**src/rtl/zimbo_memctl_if.sv**
```systemverilog
// zimbo_memctl_if: core-side request bus and memory-side access bus of zimbo_memctl
interface zimbo_memctl_if #(
  parameter int DATA_W = 16,
  parameter int ADDR_W = 16
);
  logic              core_rd;
  logic              core_wr;
  logic [ADDR_W-1:0] core_addr;
  logic [DATA_W-1:0] core_wdata;
  logic [DATA_W-1:0] core_rdata;
  logic              core_stall;
  logic              core_done;
  logic              core_err;
  logic              err_clr;
  logic              mem_req;
  logic              mem_we;
  logic [ADDR_W-1:0] mem_addr;
  logic [DATA_W-1:0] mem_wdata;
  logic [DATA_W-1:0] mem_rdata;
  logic              mem_ack;
  logic [7:0]        last_wait;
  modport master (
    input  core_rd, core_wr, core_addr, core_wdata, err_clr, mem_rdata, mem_ack,
    output core_rdata, core_stall, core_done, core_err, mem_req, mem_we, mem_addr, mem_wdata, last_wait
  );
  modport slave (
    output core_rd, core_wr, core_addr, core_wdata, err_clr, mem_rdata, mem_ack,
    input  core_rdata, core_stall, core_done, core_err, mem_req, mem_we, mem_addr, mem_wdata, last_wait
  );
endinterface

```
**src/rtl/zimbo_memctl.sv**
```systemverilog
// zimbo_memctl: single-outstanding memory access controller with wait counting and sticky timeout
module zimbo_memctl #(
  parameter int DATA_W  = 16,
  parameter int ADDR_W  = 16,
  parameter int TIMEOUT = 15
) (
  input logic           clock,
  input logic           reset,
  zimbo_memctl_if.master bus
);
  typedef enum logic [1:0] {IDLE, ACCESS, DONE} state_t;
  localparam logic [7:0] TMO = 8'(TIMEOUT);
  state_t            state_q, state_d;
  logic [7:0]        wait_q, wait_d, last_q, last_d;
  logic [DATA_W-1:0] rdata_q, rdata_d, wdata_q, wdata_d;
  logic [ADDR_W-1:0] addr_q, addr_d;
  logic              we_q, we_d, err_q, err_d;
  logic              req, start, ack, tmo;
  assign req   = bus.core_rd | bus.core_wr;
  assign start = (state_q == IDLE) & req;
  assign ack   = (state_q == ACCESS) & bus.mem_ack;
  assign tmo   = (state_q == ACCESS) & ~bus.mem_ack & (wait_q == TMO);
  always_ff @(posedge clock) begin
    if (reset) begin
      state_q <= IDLE;
      wait_q  <= '0;
      last_q  <= '0;
      rdata_q <= '0;
      wdata_q <= '0;
      addr_q  <= '0;
      we_q    <= 1'b0;
      err_q   <= 1'b0;
    end else begin
      state_q <= state_d;
      wait_q  <= wait_d;
      last_q  <= last_d;
      rdata_q <= rdata_d;
      wdata_q <= wdata_d;
      addr_q  <= addr_d;
      we_q    <= we_d;
      err_q   <= err_d;
    end
  end
  always_comb begin
    state_d = state_q == IDLE   ? (req ? ACCESS : IDLE) :
              state_q == ACCESS ? ((ack | tmo) ? DONE : ACCESS) : IDLE;
  end
  // ack beats timeout because tmo is qualified by mem_ack low
  always_comb begin
    addr_d  = start ? bus.core_addr : addr_q;
    wdata_d = start ? bus.core_wdata : wdata_q;
    we_d    = start ? bus.core_wr : we_q;
    wait_d  = state_q != ACCESS ? '0 :
              (~bus.mem_ack & (wait_q != 8'hff)) ? wait_q + 8'd1 : wait_q;
    last_d  = ack ? wait_q : tmo ? TMO : last_q;
    rdata_d = (ack & ~we_q) ? bus.mem_rdata : (tmo & ~we_q) ? '1 : rdata_q;
    err_d   = tmo | (err_q & ~bus.err_clr);
  end
  assign bus.mem_req    = state_q == ACCESS;
  assign bus.core_done  = state_q == DONE;
  assign bus.core_stall = reset ? req : (start | (state_q == ACCESS));
  assign bus.mem_we     = we_q;
  assign bus.mem_addr   = addr_q;
  assign bus.mem_wdata  = wdata_q;
  assign bus.core_rdata = rdata_q;
  assign bus.core_err   = err_q;
  assign bus.last_wait  = last_q;
endmodule

```
**src/flat_wrapper.sv**
```systemverilog
// flat-port wrapper written by rule: the top's interface ports become plain ports
module zimbo_memctl_flat 
#(
  parameter int DATA_W  = 16,
  parameter int ADDR_W  = 16,
  parameter int TIMEOUT = 15
)
  (clock, reset, bus_core_rd, bus_core_wr, bus_core_addr, bus_core_wdata, bus_err_clr, bus_mem_rdata, bus_mem_ack, bus_core_rdata, bus_core_stall, bus_core_done, bus_core_err, bus_mem_req, bus_mem_we, bus_mem_addr, bus_mem_wdata, bus_last_wait);
  zimbo_memctl_if #(.DATA_W(DATA_W), .ADDR_W(ADDR_W)) bus_i ();
  input logic clock;
  input logic reset;
  input wire logic [$bits(bus_i.core_rd)-1:0] bus_core_rd;
  input wire logic [$bits(bus_i.core_wr)-1:0] bus_core_wr;
  input wire logic [$bits(bus_i.core_addr)-1:0] bus_core_addr;
  input wire logic [$bits(bus_i.core_wdata)-1:0] bus_core_wdata;
  input wire logic [$bits(bus_i.err_clr)-1:0] bus_err_clr;
  input wire logic [$bits(bus_i.mem_rdata)-1:0] bus_mem_rdata;
  input wire logic [$bits(bus_i.mem_ack)-1:0] bus_mem_ack;
  output wire logic [$bits(bus_i.core_rdata)-1:0] bus_core_rdata;
  output wire logic [$bits(bus_i.core_stall)-1:0] bus_core_stall;
  output wire logic [$bits(bus_i.core_done)-1:0] bus_core_done;
  output wire logic [$bits(bus_i.core_err)-1:0] bus_core_err;
  output wire logic [$bits(bus_i.mem_req)-1:0] bus_mem_req;
  output wire logic [$bits(bus_i.mem_we)-1:0] bus_mem_we;
  output wire logic [$bits(bus_i.mem_addr)-1:0] bus_mem_addr;
  output wire logic [$bits(bus_i.mem_wdata)-1:0] bus_mem_wdata;
  output wire logic [$bits(bus_i.last_wait)-1:0] bus_last_wait;
  assign bus_i.core_rd = bus_core_rd;
  assign bus_i.core_wr = bus_core_wr;
  assign bus_i.core_addr = bus_core_addr;
  assign bus_i.core_wdata = bus_core_wdata;
  assign bus_i.err_clr = bus_err_clr;
  assign bus_i.mem_rdata = bus_mem_rdata;
  assign bus_i.mem_ack = bus_mem_ack;
  assign bus_core_rdata = bus_i.core_rdata;
  assign bus_core_stall = bus_i.core_stall;
  assign bus_core_done = bus_i.core_done;
  assign bus_core_err = bus_i.core_err;
  assign bus_mem_req = bus_i.mem_req;
  assign bus_mem_we = bus_i.mem_we;
  assign bus_mem_addr = bus_i.mem_addr;
  assign bus_mem_wdata = bus_i.mem_wdata;
  assign bus_last_wait = bus_i.last_wait;
  zimbo_memctl #(.DATA_W(DATA_W), .ADDR_W(ADDR_W), .TIMEOUT(TIMEOUT)) u_core (.clock(clock), .reset(reset), .bus(bus_i));
endmodule
```
**config.mk**
```make
export PLATFORM = sky130hd
export DESIGN_NAME = zimbo_memctl_flat
export DESIGN_NICKNAME = d
export VERILOG_FILES = /design/src/rtl/zimbo_memctl_if.sv /design/src/rtl/zimbo_memctl.sv /design/src/flat_wrapper.sv
export SDC_FILE = /design/constraint.sdc
export NUM_CORES = 1
export LEC_CHECK = 0
export CORE_MARGIN = 2
export CORE_UTILIZATION = 43
export DETAILED_ROUTE_END_ITERATION = 6
export PLACE_DENSITY = 0.8
export SLEW_MARGIN = 20
export SYNTH_ARGS = -nofsm -noshare
export SYNTH_HDL_FRONTEND = slang
export SYNTH_SLANG_ARGS = --single-unit
export TNS_END_PERCENT = 30
```
**constraint.sdc**
```tcl
create_clock -name clock -period 2.3 [get_ports clock]
set_input_delay 0.46 -clock clock [delete_from_list [all_inputs] [get_ports clock]]
set_output_delay 0.46 -clock clock [all_outputs]
set_load 0.03 [all_outputs]
```
## After elaboration in Yosys (flattened, before gate mapping)

Index checks and enable logic that the tools add are counted.

| operators by class | value |
|---|---|
| bitwise operators | 15 |
| add/subtract/negate cells | 1 |
| equal/unequal tests | 5 |
| reductions and logical operators | 4 |
| muxes and demuxes | 9 |

Operator list:

| kind | number |
|---|---|
| $mux 16 | 2 |
| $mux 8 | 2 |
| $add 8x1->8 const B | 1 |
| $and 1x1->1 | 8 |
| $eq 8x4->1 const B | 1 |
| $ne 8x8->1 const B | 1 |
| $mux 2 | 3 |
| $or 1x1->1 | 4 |
| $reduce_bool 2->1 | 2 |
| $not 1->1 | 3 |
| $eq 2x1->1 const B | 1 |
| $eq 2x2->1 const B | 1 |
| $logic_not 2->1 | 1 |
| $mux 1 | 2 |
| $ne 2x1->1 const B | 1 |
| $reduce_or 2->1 | 1 |

| word-level totals | value |
|---|---|
| word-level logic and storage cells | 42 |
| input port bits | 54 |
| output and inout bits | 61 |
| register bits after elaboration | 68 |

## Logic depth before layout (Yosys ltp)

| depth | value |
|---|---|
| depth in word-level cells | 7 |
| depth in mapped cells | 6 |
| gate-level depth less buffers | 4 |

## Worst setup path before layout

Ideal clock, no wire load.

| timing path | value |
|---|---|
| path kind | input to output |
| from | input port bus_core_wr |
| to | output port bus_core_stall |
| stages | 5 |
| arrival | 1.576 ns |
| slack | 0.264 ns |
| data required time | 1.840 ns |
| cell sequence | or2_2 -> clkbuf_1 -> clkbuf_1 -> a21oi_1 -> a21oi_1 |

| between the ends | value |
|---|---|
| word-level cells in the longest chain between the ends | 4 |

RTL lines:

| item | line | source |
|---|---|---|
| start: declaration | flat_wrapper.sv:13 | `input wire logic [$bits(bus_i.core_wr)-1:0] bus_core_wr;` |
| $or 1x1->1 (*) | zimbo_memctl.sv:19 | `assign req = bus.core_rd \| bus.core_wr;` |
| $and 1x1->1 | zimbo_memctl.sv:20 | `assign start = (state_q == IDLE) & req;` |
| $or 1x1->1 | zimbo_memctl.sv:61 | `assign bus.core_stall = reset ? req : (start \| (state_q == ACCESS));` |
| $mux 1 (*) | zimbo_memctl.sv:61 |  |
| end: declaration | flat_wrapper.sv:20 | `output wire logic [$bits(bus_i.core_stall)-1:0] bus_core_stall;` |

Every way passes the cells marked *; elsewhere a longest branch is shown, timed or not.

## Final worst setup path

| timing path | value |
|---|---|
| from | register u_core.state_q[1] |
| to | output port bus_core_done |

| between the ends | value |
|---|---|
| word-level cells in the longest chain between the ends | 1 |

RTL lines:

| item | line | source |
|---|---|---|
| start: declaration | zimbo_memctl.sv:13 | `state_t state_q, state_d;` |
| start signal: assignment | zimbo_memctl.sv:34 | `state_q <= state_d;` |
| $eq 2x2->1 | zimbo_memctl.sv:60 | `assign bus.core_done = state_q == DONE;` |
| end: declaration | flat_wrapper.sv:21 | `output wire logic [$bits(bus_i.core_done)-1:0] bus_core_done;` |

Every way passes these cells.

==> results.md <==
- The final hold violation count is 0.
- The clock buffer count from CTS is 9.
- At the pin with the least slew margin, the transition time is 0.5421 ns.
- After layout, the minimum clock period comes to 2.173 ns.
- The worst hold path was traced through 2 stages.
- Max-cap violations in this run came to 0.
- The final core area utilization is 66.86%.
- The remaining max-slew budget at the tightest pin is 63.86%.
- Leaving out fill and tap cells, the most frequent cell in the layout is clkdlybuf4s50_1.
- The worst-case IR drop observed on VDD is 0.0004608 V.
- The initial cell density of the core is around 44%.
- Pin placement for this block handled 115 I/O pins.
- After legalization and detailed placement, the total HPWL measured 5447 um.
- After clock tree synthesis, the setup repair step added 0 buffers.
- Routability-driven placement finished with a final weighted congestion of ~0.80.
- The number of antenna violations at the first check in global routing is 0.
- The capture instance of the worst register-to-register path is u_core.bus.last_wait[1]$_SDFFE_PP0P_.
- CTS saw 68 sinks.
- Measured in cells, the most critical reg-to-reg path has a length of 4.
- The number of synthesized register bits is 68.
- Summing every instance area after synthesis gives about 2800 um2.
- The remaining routing DRC violations is 0.
- The floorplan step defined a core boundary enclosing 6350 um2.
- After filler insertion, the fill cell instance count of the layout stands at about 530.
- The number of nets still failing antenna checks after routing is 0.
- The arrival time at the worst endpoint is 1.71 ns.
- The switching power is 878.5 uW.
- Counting distinct cell types in the post-synthesis netlist gives 36.
- In the global route stage, overall resource usage came out at a little over a fifth.
- The width of the die is between 80 and 90 um.
- After global routing the overflow that remains totals 0.
- Clock tree synthesis selected as its root buffer the cell clkbuf_8.
- Timing would allow up to about 0.46 GHz.
- The slack of the critical path is 0.1272 ns.
- The critical path start-end classification is flop to output pin.
- STA classifies the critical path endpoint as an output pin.
- The post-route netlist has 8.501% of its cells at a drive strength greater than 1.
- The number of pins exceeding their max-slew limit in the final report is 0.
- In the synthesized netlist, the number of instances is 333.
- The static power due to leakage is between 1.5 and 2 nW.
- The post-synth net total is 388.
- The maximum fanout count along the critical path is 9.
- The detailed router finished its first iteration with approximately 220 violations.
- The portion of total power attributed to the clock network is around a third.
- The number of global-route vias before repair came to 2,674.
- The synthesis-to-finish area growth is 50.33%.
- Wires add up to a little under 8000 um.
- In the routed layout, each cell is associated on average with a via count of 5.448.
- The number of placement rows is 29.
- The flow ran to the end, and the final reports show no timing, DRC or antenna violations.
- The worst register-to-register path has a setup slack of 0.51 ns.
- The floorplan die height is 85.04 um.
- Buffers inserted to repair hold after CTS numbered 0.
- Setup repair after global routing left no endpoint under its margin.
- During synthesis, Yosys emitted a total of 0 warnings.
- The startpoint identified for the worst hold timing path is u_core.bus.core_rdata[2]$_SDFFE_PP0P_.
- The count of inserted antenna diode cells is 0.
- Entering global routing, the biggest net connects 39 pins.
- In the layout the commonest cells are 112 x clkdlybuf4s50_1, 68 x dfxtp_1, 58 x a21oi_1.
- Per report_power, the sequential group accounts for between 40% and 50% of the total.
- Timing analysis after detailed placement gives a worst setup slack of 0.2496 ns.
- The port buffer count is 114.
- Setup violations remaining at the end of the flow were counted as 0.
- TritonCTS built the clock tree.
- The design draws between 2 and 3 mW.
- The share of total power consumed by net switching is between 20% and 30%.
- The post-route clock skew is 0.01127 ns.
- Summed over all failing endpoints, the final setup total negative slack is 0 ns.
- The multi-input combinational cells in the finished layout cover a total of 1249 um2.
- Registers take 1361 um2.
- The global-route wire length before repair is around 13,000 um.
- The detailed-route wire length per cell is 15.02 um.
- The startpoint of the most critical register-to-register path is u_core.wait_q[4]$_SDFFE_PP0P_.
- The nature of the critical path startpoint is a flop.
- The required time reported for the critical path endpoint is 1.84 ns.
- The number of nets in the layout is 497.
- The number of H-tree levels is 3.
- The die covers 7232 um2.
- The endpoint of the worst hold path is u_core.bus.core_rdata[2]$_SDFFE_PP0P_.
- The sequential share of the synthesized area is just under 50%.
- The portion of total power attributed to combinational logic is 23.2%.
- The number of buffers on the longest clock path is 2.
- The insertion delay of the later-clocked pin in the worst-skew pair is roughly 0.34 ns.
- In the finished design, the share of the clock period the worst path needs comes to approximately 94%.
- The internal power is roughly 2.1 mW.
- After clock tree synthesis, the clock-pin slew on the worst setup and hold paths is 0.07 ns.
- The total iterations of the first detailed-routing run is 4.
- The class of the tightest hold or removal check is flop to flop.
- The via count is 2,855.
- The average instance in the mapped netlist occupies about 8.5 um2.
- In this run the power density over the cells is 706.2 nW/um2.
cells by family after synthesis:
logic type	Yosys count	share of synthesized area (%)
compound gates	122	25.48
fa+ha+maj	1	0.4430
buf+inv	55	7.665
flops	68	48.21
mux	8	2.836
simple gates	79	15.37
worst max-delay path, stage by stage, from the launching register on:
cell and delay [ns]:
dfxtp_1 0.48, nor2b_1 0.18, clkdlybuf4s50_1 0.72
power by group through the flow:
| stage | Sequential (mW) | Combinational (mW) | Clock (mW) |
|---|---|---|---|
| after floorplan | 1.46 | 0.244 | 0 |
| after global placement | 1.33 | 0.688 | 0 |
| after detailed placement | 1.33 | 0.698 | 0 |
| after CTS | 1.30 | 0.700 | 1.02 |
| after global routing | 1.31 | 0.750 | 1.07 |
| final | 1.30 | 0.697 | 0.998 |
worst max path at each step:
stage	startpoint	endpoint	slack, ns	depth (start not counted)
after CTS	u_core.state_q[0]$_SDFF_PP0_	bus_mem_req	0.04	3
after floorplan	bus_core_wr	bus_core_stall	0.26	5
final	u_core.state_q[1]$_SDFF_PP0_	bus_core_done	0.13	2
after global routing	u_core.state_q[1]$_SDFF_PP0_	bus_core_done	0.05	2
after global placement	bus_core_wr	bus_core_stall	0.26	5
after detailed placement	bus_core_wr	bus_core_stall	0.25	5
area by class of cell:
type,instances,area share [%]
repair buffers,127,29.18
well taps,77,2.269
clock buffers,12,3.655
multi-input cells,210,29.41
flip-flops and latches,68,32.07
inverters,26,2.299
clock inverters,4,1.120
per-layer routing:
layer  part of all wire (%)  global-route usage, %  up-vias
met2                     47                  34.38       96
met4                    2.4                  8.947        0
met5                      0                      0        -
met3                    6.6                  5.447       17
met1                     43                  28.78     1328
li1                       -                      -     1414
flip-flops by register name, indices dropped and copies added, names as in the netlist:
name	flops
u_core.bus.core_rdata	16
u_core.bus.mem_wdata	16
u_core.bus.core_err	1
u_core.state_q	2
u_core.bus.mem_addr	16
u_core.wait_q	8
u_core.bus.last_wait	8
u_core.bus.mem_we	1
stage by stage:
step	hold slack (ns)	cell area (um2)	cells
2_1_floorplan	0.4697	2824	333
3_3_place_gp	0.4445	4040	508
3_5_place_dp	0.4550	4040	508
4_1_cts	0.4659	4243	524
5_1_grt	0.4827	4245	524
6_report	0.4645	4245	524
synthesized netlist by cell type:
| cell type | count | area [um2] |
|---|---|---|
| a211oi_1 | 2 | 15.01 |
| or2_2 | 3 | 18.77 |
| and3_1 | 1 | 6.260 |
| nand2b_1 | 4 | 25.02 |
| o41ai_1 | 2 | 17.52 |
| o21ai_0 | 38 | 190.2 |
| nand4bb_1 | 1 | 11.26 |
| buf_6 | 1 | 11.26 |
| nor3b_1 | 2 | 15.01 |
| and2_1 | 1 | 6.260 |
| a221oi_1 | 2 | 17.52 |
| inv_1 | 26 | 97.59 |
| o31a_1 | 1 | 8.760 |
| a221oi_2 | 2 | 30.03 |
| dfxtp_1 | 68 | 1361 |
| nor2_1 | 7 | 26.28 |
| and4_1 | 1 | 8.760 |
| nand2_1 | 15 | 56.30 |
| nand3b_1 | 2 | 15.01 |
| a21oi_1 | 58 | 290.3 |
| or4_1 | 1 | 7.510 |
| buf_2 | 2 | 10.01 |
| nor2b_1 | 1 | 6.260 |
| a32o_1 | 1 | 10.01 |
| o221ai_1 | 16 | 140.1 |
| nand4b_1 | 1 | 8.760 |
| mux2i_1 | 8 | 80.08 |
| nand3_1 | 33 | 165.2 |
| nand4_1 | 1 | 6.260 |
| or4b_4 | 1 | 13.76 |
| or4b_2 | 1 | 10.01 |
| nor3b_2 | 1 | 12.51 |
| ha_1 | 1 | 12.51 |
| nor3_1 | 1 | 5.000 |
| and4b_1 | 1 | 10.01 |
| clkbuf_1 | 26 | 97.59 |
what timing repair did:
item / in CTS / in global routing
endpoints found under the setup margin: 0 / 1
hold endpoints to repair: 0 / 0
gates resized for setup: 0 / 1
Note: power is estimated with default switching activity, not from simulation.
